===== config.mk =====
export PLATFORM = sky130hd
export DESIGN_NAME = fetch_queue
export DESIGN_NICKNAME = d
export VERILOG_FILES = /design/src/rtl/fetch_pkg.sv /design/src/rtl/fq_sync_fifo.sv /design/src/rtl/fetch_queue.sv
export SDC_FILE = /design/constraint.sdc
export NUM_CORES = 1
export LEC_CHECK = 0
export CAP_MARGIN = 20
export CORE_ASPECT_RATIO = 0.6
export CORE_MARGIN = 5
export CORE_UTILIZATION = 55
export DETAILED_ROUTE_END_ITERATION = 16
export HOLD_SLACK_MARGIN = 0.05
export MAX_ROUTING_LAYER = met4
export PLACE_DENSITY_LB_ADDON = 0.3
export REMOVE_ABC_BUFFERS = 1
export SLEW_MARGIN = 20
export SYNTH_ARGS = -nofsm -noshare
export SYNTH_HDL_FRONTEND = slang
export SYNTH_SLANG_ARGS = --single-unit

===== constraint.sdc =====
create_clock -name clk -period 5 [get_ports clk]
set_input_delay 1 -clock clk [delete_from_list [all_inputs] [get_ports clk]]
set_output_delay 1 -clock clk [all_outputs]
set_load 0.05 [all_outputs]

===== src/rtl/fetch_pkg.sv =====
// rtl/fetch_pkg.sv - shared FSM states, constants and entry layout for the fetch queue
package fetch_pkg;

    // Fetch FSM: IDLE = no request, WAIT = request outstanding,
    // DROP = request outstanding whose response must be discarded.
    typedef enum logic [1:0] {
        IDLE = 2'd0,
        WAIT = 2'd1,
        DROP = 2'd2
    } fq_state_t;

    localparam int unsigned PC_STEP   = 4;
    localparam logic [31:0] NOP_INSTR = 32'h0;

    // Queue entry for the default 32/32 configuration; the FIFO stores {instr, pc}.
    typedef struct packed {
        logic [31:0] instr;
        logic [31:0] pc;
    } fq_entry_t;

    localparam int unsigned ENTRY_W = $bits(fq_entry_t);

endpackage


===== src/rtl/fq_sync_fifo.sv =====
// rtl/fq_sync_fifo.sv - synchronous FIFO with clear, holding {instr, pc} fetch entries
module fq_sync_fifo #(
    parameter int DEPTH = 4,
    parameter int WIDTH = 64,
    localparam int CW = $clog2(DEPTH + 1),
    localparam int PW = $clog2(DEPTH)
) (
    input  logic             clk,
    input  logic             reset,
    input  logic             clr,
    input  logic             push,
    input  logic [WIDTH-1:0] push_data,
    input  logic             pop,
    output logic [WIDTH-1:0] head_data,
    output logic [CW-1:0]    count
);

    localparam logic [CW-1:0] FULL = CW'(DEPTH);

    logic [WIDTH-1:0] r_mem [DEPTH];
    logic [PW-1:0]    r_wr_ptr;
    logic [PW-1:0]    r_rd_ptr;
    logic [CW-1:0]    r_count;
    logic             w_push;
    logic             w_pop;

    // Pop from empty is ignored; push into full is only allowed alongside a pop.
    assign w_pop     = pop && (r_count != '0);
    assign w_push    = push && ((r_count != FULL) || w_pop);
    assign head_data = r_mem[r_rd_ptr];
    assign count     = r_count;

    // Pointers and occupancy; clear wins over push/pop, pointers wrap naturally at DEPTH.
    always_ff @(posedge clk) begin
        if (reset || clr) begin
            r_wr_ptr <= '0;
            r_rd_ptr <= '0;
            r_count  <= '0;
        end else begin
            if (w_push) r_wr_ptr <= r_wr_ptr + PW'(1);
            if (w_pop)  r_rd_ptr <= r_rd_ptr + PW'(1);
            if (w_push && !w_pop)      r_count <= r_count + CW'(1);
            else if (w_pop && !w_push) r_count <= r_count - CW'(1);
        end
    end

    // Storage array; contents need no reset since count qualifies them.
    always_ff @(posedge clk) begin
        if (!reset && !clr && w_push) r_mem[r_wr_ptr] <= push_data;
    end

    // Occupancy can never exceed the array size.
    always_ff @(posedge clk) begin
        if (!reset) assert (r_count <= FULL);
    end

endmodule


===== src/rtl/fetch_queue.sv =====
// rtl/fetch_queue.sv - instruction prefetch queue owning the fetch PC, with flush redirect
module fetch_queue
    import fetch_pkg::*;
#(
    parameter int                DEPTH    = 4,
    parameter int                ADDR_W   = 32,
    parameter int                DATA_W   = 32,
    parameter logic [ADDR_W-1:0] RESET_PC = '0
) (
    input  logic                       clk,
    input  logic                       reset,
    output logic                       imem_req,
    output logic [ADDR_W-1:0]          imem_addr,
    input  logic                       imem_valid,
    input  logic [DATA_W-1:0]          imem_data,
    input  logic                       flush,
    input  logic [ADDR_W-1:0]          flush_target,
    input  logic                       deq_en,
    output logic                       out_valid,
    output logic [DATA_W-1:0]          out_instr,
    output logic [ADDR_W-1:0]          out_pc,
    output logic [ADDR_W-1:0]          out_next_pc,
    output logic [$clog2(DEPTH+1)-1:0] count
);

    localparam int                CW      = $clog2(DEPTH + 1);
    localparam int                EW      = DATA_W + ADDR_W;
    localparam logic [CW:0]       DEPTH_X = (CW + 1)'(DEPTH);
    localparam logic [ADDR_W-1:0] STEP    = ADDR_W'(PC_STEP);

    fq_state_t         r_state;
    fq_state_t         w_state_nxt;
    logic [ADDR_W-1:0] r_fetch_pc;
    logic [ADDR_W-1:0] w_fetch_pc_nxt;
    logic [ADDR_W-1:0] r_pend_pc;
    logic [ADDR_W-1:0] w_pend_pc_nxt;
    logic [CW-1:0]     w_count;
    logic [EW-1:0]     w_head;
    logic              w_has_head;
    logic              w_deq;
    logic              w_push;
    logic              w_room_idle;
    logic              w_room_wait;

    assign w_has_head = (w_count != '0);
    assign w_deq      = deq_en && w_has_head && !flush;

    // A new request is only launched when its response is guaranteed a free slot.
    assign w_room_idle = (({1'b0, w_count} - {{CW{1'b0}}, w_deq}) < DEPTH_X);
    assign w_room_wait = (({1'b0, w_count} + (CW + 1)'(1) - {{CW{1'b0}}, w_deq}) < DEPTH_X);

    fq_sync_fifo #(
        .DEPTH (DEPTH),
        .WIDTH (EW)
    ) u_fifo (
        .clk       (clk),
        .reset     (reset),
        .clr       (flush),
        .push      (w_push),
        .push_data ({imem_data, r_fetch_pc}),
        .pop       (w_deq),
        .head_data (w_head),
        .count     (w_count)
    );

    // Next-state and fetch/pending PC selection for the one-outstanding-request fetcher.
    always_comb begin
        w_state_nxt    = r_state;
        w_fetch_pc_nxt = r_fetch_pc;
        w_pend_pc_nxt  = r_pend_pc;
        w_push         = 1'b0;
        case (r_state)
            IDLE: begin
                if (flush)            w_fetch_pc_nxt = flush_target;
                else if (w_room_idle) w_state_nxt    = WAIT;
            end
            WAIT: begin
                if (flush) begin
                    if (imem_valid) begin
                        w_fetch_pc_nxt = flush_target;
                    end else begin
                        // Address must stay stable until the old response returns.
                        w_pend_pc_nxt = flush_target;
                        w_state_nxt   = DROP;
                    end
                end else if (imem_valid) begin
                    w_push         = 1'b1;
                    w_fetch_pc_nxt = r_fetch_pc + STEP;
                    if (!w_room_wait) w_state_nxt = IDLE;
                end
            end
            DROP: begin
                if (imem_valid) begin
                    w_fetch_pc_nxt = flush ? flush_target : r_pend_pc;
                    w_state_nxt    = WAIT;
                end else if (flush) begin
                    w_pend_pc_nxt = flush_target;
                end
            end
            default: w_state_nxt = IDLE;
        endcase
    end

    // State and PC registers.
    always_ff @(posedge clk) begin
        if (reset) begin
            r_state    <= IDLE;
            r_fetch_pc <= RESET_PC;
            r_pend_pc  <= RESET_PC;
        end else begin
            r_state    <= w_state_nxt;
            r_fetch_pc <= w_fetch_pc_nxt;
            r_pend_pc  <= w_pend_pc_nxt;
        end
    end

    assign imem_req    = (r_state == WAIT) || (r_state == DROP);
    assign imem_addr   = r_fetch_pc;
    assign out_valid   = w_has_head;
    assign out_instr   = w_has_head ? w_head[EW-1:ADDR_W] : DATA_W'(NOP_INSTR);
    assign out_pc      = w_has_head ? w_head[ADDR_W-1:0] : '0;
    assign out_next_pc = w_has_head ? (w_head[ADDR_W-1:0] + STEP) : '0;
    assign count       = w_count;

endmodule


=== After elaboration in Yosys (flattened, before gate mapping) ===
Memories as Yosys holds them, arrays and structs flattened. A register that Yosys moved wholly into a read port is not among the register bits.
Cells that the tools add are included.

* Bits in registers: 73
* Bits in latches: 0
* RAM bits: 256
* Bits in read-only memories: 0
* Output and inout bits: 133
* Logic and storage cells: 86
* Memories: 1

* Add/sub/neg operators: 9
* Multiply operators: 0
* Div/mod/pow operators: 0
* $lt $le $gt $ge: 2
* Equal/unequal tests: 14
* Shift-type cells: 0
* Mux-type cells: 31
* Bitwise logic cells: 0
* Reductions and logical operators: 23

{| class="wikitable"
|+ Memory list
! memory !! depth !! bits a word !! read ports !! clocked after Yosys merged registers in !! wr ports !! line !! RTL
|-
| u_fifo.r_mem || 4 || 64 || 1 || 1 || 1 || fq_sync_fifo.sv:20 || <nowiki>logic [WIDTH-1:0] r_mem [DEPTH];</nowiki>
|}

{| class="wikitable"
|+ Operator list
! kind !! count
|-
| $mux 32 || 12
|-
| $pmux 32 s3 || 1
|-
| $add 32x3->32 const B || 2
|-
| $pmux 32 s2 || 1
|-
| $mux 2 || 9
|-
| $ne 2x2->1 const B || 8
|-
| $ne 3x3->1 const B || 4
|-
| $logic_and 1x1->1 || 8
|-
| $lt 4x3->1 const B || 2
|-
| $reduce_and 4->1 || 2
|-
| $mux 3 || 2
|-
| $pmux 2 s3 || 1
|-
| $reduce_and 6->1 || 1
|-
| $reduce_bool 3->1 || 2
|-
| $mux 1 || 5
|-
| $add 2x1->2 const B || 2
|-
| $add 3x1->4 const B || 1
|-
| $logic_not 1->1 || 4
|-
| $reduce_bool 2->1 || 2
|-
| $sub 3x1->4 || 1
|-
| $sub 4x1->4 || 1
|-
| $add 3x1->3 const B || 1
|-
| $logic_or 1x1->1 || 3
|-
| $sub 3x1->3 const B || 1
|-
| 3 further kinds || 3
|}

=== Depth between registers and ports, before layout ===
* Word-level depth: 10
* Mapped depth: 13
* Gate-level depth less buffers: 11

=== Hierarchy ===
A second synthesis with hierarchy kept.

* Cells, all modules: 1075
* Area total of the unflattened synthesis: 14576.5 um2

{| class="wikitable"
|+ Modules (own cells, without submodules)
! module !! times used !! cells an instance !! area an instance (um2)
|-
| fq_sync_fifo || 1 || 382 || 9673.0
|-
| fetch_queue || 1 || 693 || 4903.5
|}

=== Worst setup path after synthesis ===
No wires, ideal clock.

* Kind: input to register
* Start: input flush
* End: memory u_fifo.r_mem[0][0], enable pin
* Arrival time: 3.642 ns
* Required time: 4.571 ns
* Setup slack: 0.929 ns
* Stages on the path: 6
* Cell sequence: clkbuf_1 > nor2b_1 > clkbuf_1 > nand2_1 > a31oi_1 > and3_1

* Longest elaborated chain between the ends: 8
* Elaborated cells on any way between the ends: 11
* Those cells by class: 4 x mux; 7 x reduce/logical

{| class="wikitable"
|+ RTL lines
! item !! line !! RTL
|-
| start: declaration || fetch_queue.sv:16 || <nowiki>input logic flush,</nowiki>
|-
| $logic_not 1->1 || fetch_queue.sv:46 || <nowiki>assign w_deq = deq_en && w_has_head && !flush;</nowiki>
|-
| $logic_and 1x1->1 || fetch_queue.sv:46 ||
|-
| $logic_and 1x1->1 || fq_sync_fifo.sv:28 || <nowiki>assign w_pop = pop && (r_count != '0);</nowiki>
|-
| $logic_or 1x1->1 || fq_sync_fifo.sv:29 || <nowiki>assign w_push = push && ((r_count != FULL) || w_pop);</nowiki>
|-
| $logic_and 1x1->1 * || fq_sync_fifo.sv:29 ||
|-
| net u_fifo.w_push || fq_sync_fifo.sv:24 || <nowiki>logic w_push;</nowiki>
|-
| $logic_and 1x1->1 * || fq_sync_fifo.sv:49 || <nowiki>if (!reset && !clr && w_push) r_mem[r_wr_ptr] <= push_data;</nowiki>
|-
| $mux 1 * || fq_sync_fifo.sv:49 ||
|-
| $mux 1 (implied by the code) * || fq_sync_fifo.sv:49 ||
|-
| end: declaration || fq_sync_fifo.sv:20 ||
|}

Mark *: on every way through the listed nets, which the timed path passes. The rest lies on a longest branch.

==> flow_results.xml <==
<?xml version="1.0" encoding="UTF-8"?>
<metrics>
  <group name="run_status">
    <metric name="status" unit="">finished clean</metric>
  </group>
  <group name="logic_synthesis">
    <metric name="number_of_synthesized_flops_with_an_enable_pin" unit="">256</metric>
    <metric name="synthesis.instances" unit="">1077</metric>
    <metric name="yosysWarningCount" unit="">0</metric>
    <metric name="postSynthAreaPerCell" unit="µm²">13.6</metric>
    <metric name="post_synth_instance_area" unit="µm²">14700</metric>
    <metric name="postSynth.asyncResetShare" unit="">0</metric>
    <metric name="synth_cell_types" unit="">65</metric>
    <metric name="seq_area_frac_synth" unit="">0.626</metric>
    <metric name="flip_flop_and_latch_count_after_synthesis" unit="">331</metric>
    <metric name="synth-main-ff-cell" unit="">sky130_fd_sc_hd__edfxtp_1</metric>
  </group>
  <group name="die">
    <metric name="die_area" unit="µm²">30200</metric>
    <metric name="std_cell_rows" unit="">46</metric>
    <metric name="core" unit="µm²">26400</metric>
    <metric name="die_height" unit="µm">137</metric>
    <metric name="pin_count" unit="">202</metric>
    <metric name="initial_core_util" unit="">0.557</metric>
    <metric name="chipWidth" unit="µm">221</metric>
  </group>
  <group name="worst_setup_path">
    <metric name="setup.worst_path.end_class" unit="">primary output</metric>
    <metric name="worst_reg_to_reg_setup_slack" unit="ns">1.94</metric>
    <metric name="cp_data_required_time" unit="ns">4.00</metric>
    <metric name="reg2reg_from" unit="">r_state[0]$_SDFFE_PP0P_</metric>
    <metric name="worst-r2r-cell-count" unit="">7</metric>
    <metric name="regToRegEndpoint" unit="">imem_addr[24]$_SDFFE_PP0P_</metric>
    <metric name="max_fo_critical_path" unit="">23</metric>
    <metric name="critPathKind" unit="">reg2out</metric>
    <metric name="timing.critical_path.arrival" unit="ns">3.73</metric>
    <metric name="cp-start-kind" unit="">flip-flop</metric>
  </group>
  <group name="job">
    <metric name="drv.max_cap_violation_count" unit="">0</metric>
  </group>
  <group name="timing">
    <metric name="finalCriticalPeriod" unit="ns">4.73</metric>
    <metric name="timing.final.hold_violations" unit="">0</metric>
    <metric name="setup_viol" unit="">0</metric>
    <metric name="finalCritPeriodShare" unit="">0.945</metric>
    <metric name="fin_skew" unit="ns">0.0195</metric>
    <metric name="achievable-frequency" unit="GHz">0.212</metric>
    <metric name="holdWs" unit="ns">0.452</metric>
    <metric name="number_of_max_slew_violations_in_the_final_report" unit="">0</metric>
    <metric name="max_slew.worst_pin.slew" unit="ns">0.987</metric>
    <metric name="maxSlewHeadroom" unit="">0.341</metric>
  </group>
  <group name="cells_and_area">
    <metric name="final_cells" unit="">1652</metric>
    <metric name="design.final.nets" unit="">1349</metric>
    <metric name="flow.area_growth_from_synthesis" unit="%">23.2</metric>
    <metric name="num-fill-cells" unit="">1874</metric>
    <metric name="drive_gt1_frac" unit="">0.132</metric>
  </group>
  <group name="worst_hold_path">
    <metric name="whs_path_depth" unit="">2</metric>
    <metric name="hp-class" unit="">reg2reg</metric>
    <metric name="worstHoldStart" unit="">r_pend_pc[9]$_SDFFE_PP0P_</metric>
    <metric name="worstHoldEndpoint" unit="">r_pend_pc[9]$_SDFFE_PP0P_</metric>
  </group>
  <group name="grt">
    <metric name="antenna_violations_before_repair" unit="">1</metric>
    <metric name="largest_net_degree_at_the_start_of_global_routing" unit="">68</metric>
    <metric name="grt_usage" unit="">0.250</metric>
    <metric name="gr-total-overflow" unit="">0</metric>
    <metric name="grt_pass1_vias" unit="">9730</metric>
    <metric name="grt_first_pass_wirelength" unit="mm">57.5</metric>
  </group>
  <group name="placed_design">
    <metric name="globalplace.congestion" unit="">0.869</metric>
    <metric name="port_buffers" unit="">201</metric>
    <metric name="dpl.hpwl" unit="mm">24.3</metric>
    <metric name="placed_cells_incl_taps" unit="">1595</metric>
  </group>
  <group name="pwr">
    <metric name="share_clk_of_total_power" unit="">0.335</metric>
    <metric name="power.switching_fraction" unit="">0.298</metric>
    <metric name="static-leakage-power" unit="nW">5.83</metric>
    <metric name="switching_power" unit="mW">2.09</metric>
    <metric name="irDropWorstVdd" unit="µV">255</metric>
    <metric name="share_of_total_power_in_sequential_cells" unit="">0.471</metric>
    <metric name="pwr_density_cell" unit="nW/µm²">388</metric>
    <metric name="internal_power" unit="mW">4.92</metric>
    <metric name="share_comb_of_total_power" unit="">0.194</metric>
  </group>
  <group name="clock_network">
    <metric name="path_clk_slew" unit="ns">0.06</metric>
    <metric name="clock-sinks" unit="">331</metric>
    <metric name="cts_hold_buf" unit="">0</metric>
    <metric name="clock_tree.buffer_depth" unit="">3</metric>
    <metric name="source_to_sink_clock_delay_at_the_later_pin_of_the_worst_skew_pair" unit="ns">0.57</metric>
    <metric name="cts-htree-levels" unit="">1</metric>
    <metric name="tritoncts.num_buffers" unit="">30</metric>
    <metric name="tritoncts_clock_tree" unit="">yes</metric>
    <metric name="cts_root_buf" unit="">sky130_fd_sc_hd__clkbuf_16</metric>
  </group>
  <group name="drt">
    <metric name="vias_per_inst" unit="">6.00</metric>
    <metric name="vias" unit="">9904</metric>
    <metric name="1st_iter_drt_viols" unit="">1158</metric>
    <metric name="route.detailed.wl_per_inst" unit="µm">22.5</metric>
    <metric name="drt-total-wl" unit="mm">37.1</metric>
    <metric name="drt_pre_antenna_iters" unit="">7</metric>
    <metric name="post_route_drc" unit="">0</metric>
    <metric name="detail-route-antenna-nets" unit="">0</metric>
  </group>
</metrics>
## what timing repair did
action | in CTS | in global routing
buffers inserted | 0 | 0
endpoints found under the setup margin | 0 | 12
resized for setup | 0 | 2
## per-layer routing
layer,global-route usage,vias up,part of all wire
met5,-,-,0
met4,0.0540,0,0.019
met3,0.0555,59,0.092
met2,0.369,513,0.45
met1,0.364,4875,0.44
li1,-,4457,-
## how the worst max path moves through the flow
| stage | cells past startpoint | endpoint |
|---|---|---|
| finish | 8 | out_next_pc[29] |
| global placement | 7 | out_next_pc[30] |
| global route | 7 | out_next_pc[22] |
| CTS | 7 | out_next_pc[31] |
| floorplan | 5 | out_next_pc[19] |
| detailed placement | 7 | out_next_pc[31] |
## flip-flops by register name (all words and copies together), names as in the netlist, named ones only
register         count
imem_addr           32
r_pend_pc           32
r_state              2
u_fifo.count         3
u_fifo.r_mem       256
u_fifo.r_rd_ptr      2
u_fifo.r_wr_ptr      2
## power by group through the flow
stage	logic, mW	clock network [mW]	registers [mW]
2_1_floorplan	0.623	0	3.49
3_3_place_gp	1.32	0	3.35
3_5_place_dp	1.34	0	3.36
4_1_cts	1.35	2.38	3.30
5_1_grt	1.43	2.51	3.32
6_report	1.36	2.35	3.30
## Yosys cell counts, types with 3 or more instances
cell type                  number  area [µm²]
sky130_fd_sc_hd__edfxtp_1     256        7690
sky130_fd_sc_hd__nand2_1      111         417
sky130_fd_sc_hd__dfxtp_1       75        1500
sky130_fd_sc_hd__nor2_1        75         282
sky130_fd_sc_hd__and2_1        67         419
sky130_fd_sc_hd__a21oi_1       57         285
sky130_fd_sc_hd__mux4_2        49        1100
sky130_fd_sc_hd__clkbuf_1      47         176
sky130_fd_sc_hd__o21ai_0       40         200
sky130_fd_sc_hd__xnor2_1       29         254
sky130_fd_sc_hd__nor3_1        25         125
sky130_fd_sc_hd__inv_1         19        71.3
sky130_fd_sc_hd__a221oi_1      18         158
sky130_fd_sc_hd__nand3_1       15        75.1
sky130_fd_sc_hd__xor2_1        15         131
sky130_fd_sc_hd__mux4_1        14         368
sky130_fd_sc_hd__nand4_1       14        87.6
sky130_fd_sc_hd__and3_1        12        75.1
sky130_fd_sc_hd__ha_1          12         150
sky130_fd_sc_hd__a22oi_1        9        67.6
sky130_fd_sc_hd__mux2_2         9         101
sky130_fd_sc_hd__buf_2          8        40.0
sky130_fd_sc_hd__a211oi_1       7        52.6
sky130_fd_sc_hd__a31oi_1        7        43.8
sky130_fd_sc_hd__mux2i_1        7        70.1
sky130_fd_sc_hd__a221o_1        6        60.1
sky130_fd_sc_hd__nor4_2         6        75.1
sky130_fd_sc_hd__and4_1         4        35.0
sky130_fd_sc_hd__buf_6          4        45.0
sky130_fd_sc_hd__nor3b_1        4        30.0
sky130_fd_sc_hd__or2_2          4        25.0
sky130_fd_sc_hd__or3_1          4        25.0
sky130_fd_sc_hd__buf_4          3        22.5
sky130_fd_sc_hd__nand4_2        3        37.5
sky130_fd_sc_hd__nor2b_1        3        18.8
sky130_fd_sc_hd__or4_1          3        22.5
## stage by stage
stage          utilization  total power [mW]  cell area [µm²]  setup slack, ns   TNS, ns
6_report             0.686              7.01            18100            0.273         0
5_1_grt              0.686              7.26            18100         -0.00868  -0.00868
4_1_cts              0.686              7.02            18100            0.111         0
3_5_place_dp         0.647              4.70            17100            0.724         0
3_3_place_gp         0.647              4.67            17100            0.729         0
2_1_floorplan            -              4.11            14300            -1.16    -42.83
## critical path, cell delays in order, from the launching register on
cell and delay, ns:
sky130_fd_sc_hd__dfxtp_4 0.60, sky130_fd_sc_hd__buf_4 0.34, sky130_fd_sc_hd__mux4_2 0.60, sky130_fd_sc_hd__and4_2 0.30, sky130_fd_sc_hd__nand2_2 0.16, sky130_fd_sc_hd__nor4_2 0.08
sky130_fd_sc_hd__xnor2_1 0.15, sky130_fd_sc_hd__nor2_1 0.10, sky130_fd_sc_hd__clkdlybuf4s50_1 0.81
## cell families after synthesis
kind of cell,share of synthesized area
buffers and inverters,0.0285
AOI/OAI and AO/OA,0.0698
muxes,0.112
and+or+nand+nor,0.126
DFF,0.626
xor gates and xnor gates,0.0262
adders and majority gates,0.0116
## cells in the final DEF (no fill, tap or decap), drive strengths merged, types with 30 or more instances in the layout
master         count
edfxtp           256
nor2              75
buf               30
clkdlybuf4s50    196
dfxtp             75
clkbuf            42
o21ai             40
and2              68
mux4              63
nand2            112
a21oi             57
## area by class of cell
type / instances / area [µm²] / area share
Multi-Input combinational cell: 659 / 5120 / 0.283
Antenna cell: 1 / 2.50 / 0.000138
Inverter: 19 / 71.3 / 0.00394
Clock inverter: 14 / 146 / 0.00809
Timing Repair Buffer: 226 / 2230 / 0.124
Clock buffer: 42 / 867 / 0.0479
Tap cell: 360 / 450 / 0.0249
Sequential cell: 331 / 9200 / 0.508
Note: power is estimated with default switching activity, not from simulation.
==> edit, RTL diff (same flow settings) <==
Reset style: asynchronous (`reset`), changed in one clocked block.
--- a/src/rtl/fetch_queue.sv
+++ b/src/rtl/fetch_queue.sv
@@ -104,3 +104,3 @@
     // State and PC registers.
-    always_ff @(posedge clk) begin
+    always_ff @(posedge clk or posedge reset) begin
         if (reset) begin
Behaviour: differs if reset is asserted again (counterexample within 4 cycles, from zero or initial values and one cycle with reset high); with reset held inactive, the same outputs for 4 cycles.
==> edit against the unedited design <==
First-iteration DRC count is 7.2% lower; wire length increased by 3.2%; core utilization is 0.59 points higher; design area is 1.7% higher; area after synthesis grew 1.7%; clock skew is 0.0070 ns lower; sequential cell count is the same; setup slack got worse by 0.099 ns.
Power is not compared: it rests on default switching activity, and its combinational part moved more than twofold at a synthesized area within 25%.
==> edit: results (changes against the unedited design) <==
[detailed_routing]
drt_first_pass_iters = 5  ; -2
dr.first_iter.drc_count = 1075  ; -7.2%
routed_wl_mm = 38.32  ; +3.2%
wl_per_cell_um = 23.80  ; +5.9%
routed_via_density = 6.248  ; +4.2%

[logic_synthesis]
synth-compound-area-share_pct = 7.259  ; +0.27 points
muxShareOfSynthArea_pct = 13.65  ; +2.5 points
async_reset_ff_share_pct = 19.94  ; +20 points
synth.distinct_cells = 64  ; -1.5%
synth-adder-area-share_pct = 1.055  ; -0.10 points
yosysSeqAreaShare_pct = 63.70  ; +1.1 points
synthTopCellsByArea = edfxtp_1 51%, dfrtp_1 11%, mux4_2 8.0%
synth_xor_area_share_pct = 1.114  ; -1.5 points
synthCells = 1024  ; -4.9%
synthTopCellsByCount = 256 x edfxtp_1, 69 x nor2_1, 66 x and2_1, 66 x dfrtp_1

[place]
dp.cells = 1555  ; -2.5%
routabilityCongestion = 0.9015  ; +3.7%
post_dp_cell_area_um2 = 17390  ; +1.9%
place_hpwl_mm = 26.21  ; +8.0%

[global_routing]
grt_pass1_wl_mm = 58.27  ; +1.4%
grt_pass1_vias = 9667  ; -0.65%
grt_max_degree = 40  ; -41%
antenna_found_initial = 0  ; -1

[critical_path]
crit_fanout = 21  ; -8.7%
crit_slowest_cell = dfxtp_2
critPathMaxStageDelay_ns = 0.68  ; -0.13 ns
crit_arrival_ns = 3.83  ; +0.10 ns

[clocking]
clockBufferDepth = 3  ; unchanged
cts-buffers-inserted = 29  ; -3.3%

[finish]
drive_above_1_share_pct = 15.60  ; +2.4 points
utilization_pct = 69.22  ; +0.59 points
diodes = 0  ; -1
layout.nets = 1308  ; -3.0%
nFillCells = 1797  ; -4.1%

[sta]
slew_headroom_pct = 50.37  ; +16 points
clock_skew_ns = 0.01254  ; -0.007008 ns

[power_and_ir_drop]
peakVddDrop_uv = 403.8

[run_status]
outcome = finished clean

==> edit: stage by stage <==
| step | hold slack, ns | setup WS, ns |
|---|---|---|
| 2_1_floorplan | 0.4767 | -1.520 |
| 3_3_place_gp | 0.4863 | 0.5668 |
| 3_5_place_dp | 0.4957 | 0.4640 |
| 4_1_cts | 0.5112 | 0.009525 |
| 5_1_grt | 0.5206 | 0.02474 |
| 6_report | 0.5094 | 0.1740 |
==> edit: layout make-up <==
cell class,count,area share [%]
sequential,331,51.75
multi-input combinational,606,27.53
timing repair buffer,232,12.39
clock buffer,39,4.364
tap,360,2.447
clock inverter,15,0.9721
inverter,27,0.5506
==> edit: layer usage <==
metal	vias up	share of wire, %	global-route usage [%]	wire length, µm
li1	4396	-	-	-
met1	5089	44	38.32	16860
met2	535	44	37.30	17020
met3	39	10	5.111	3977
met4	0	1.2	3.332	456
met5	-	0	-	0
==> edit: what timing repair did <==
action,in CTS,in global routing
gates resized for setup,6,4
setup endpoints to repair,8,7
buffers inserted,0,1
==> edit: final timing paths <==
kind	from	to	slack (ns)	cells after the start
hold / removal	r_pend_pc[6]$_DFFE_PP0P_	r_pend_pc[6]$_DFFE_PP0P_	0.51	1
min in group asynchronous	reset	imem_addr[5]$_DFFE_PP0P_	0.92	2
setup / recovery	register	out_next_pc[13]	0.17	7
hold reg to reg	r_pend_pc[6]$_DFFE_PP0P_	r_pend_pc[6]$_DFFE_PP0P_	0.51	1
max in group asynchronous	reset	r_pend_pc[8]$_DFFE_PP0P_	3.14	3
setup reg to reg	r_state[1]$_DFFE_PP0P_	u_fifo.r_mem[1][29]$_DFFE_PP_	1.71	7
==> edit: critical path, delay by kind of cell (launching register included) <==
family,cells,cell delay (ns)
AND/OR/NAND/NOR,4,1.38
buffers and inverters,2,0.89
multiplexers,1,0.30
flip-flops,1,0.68
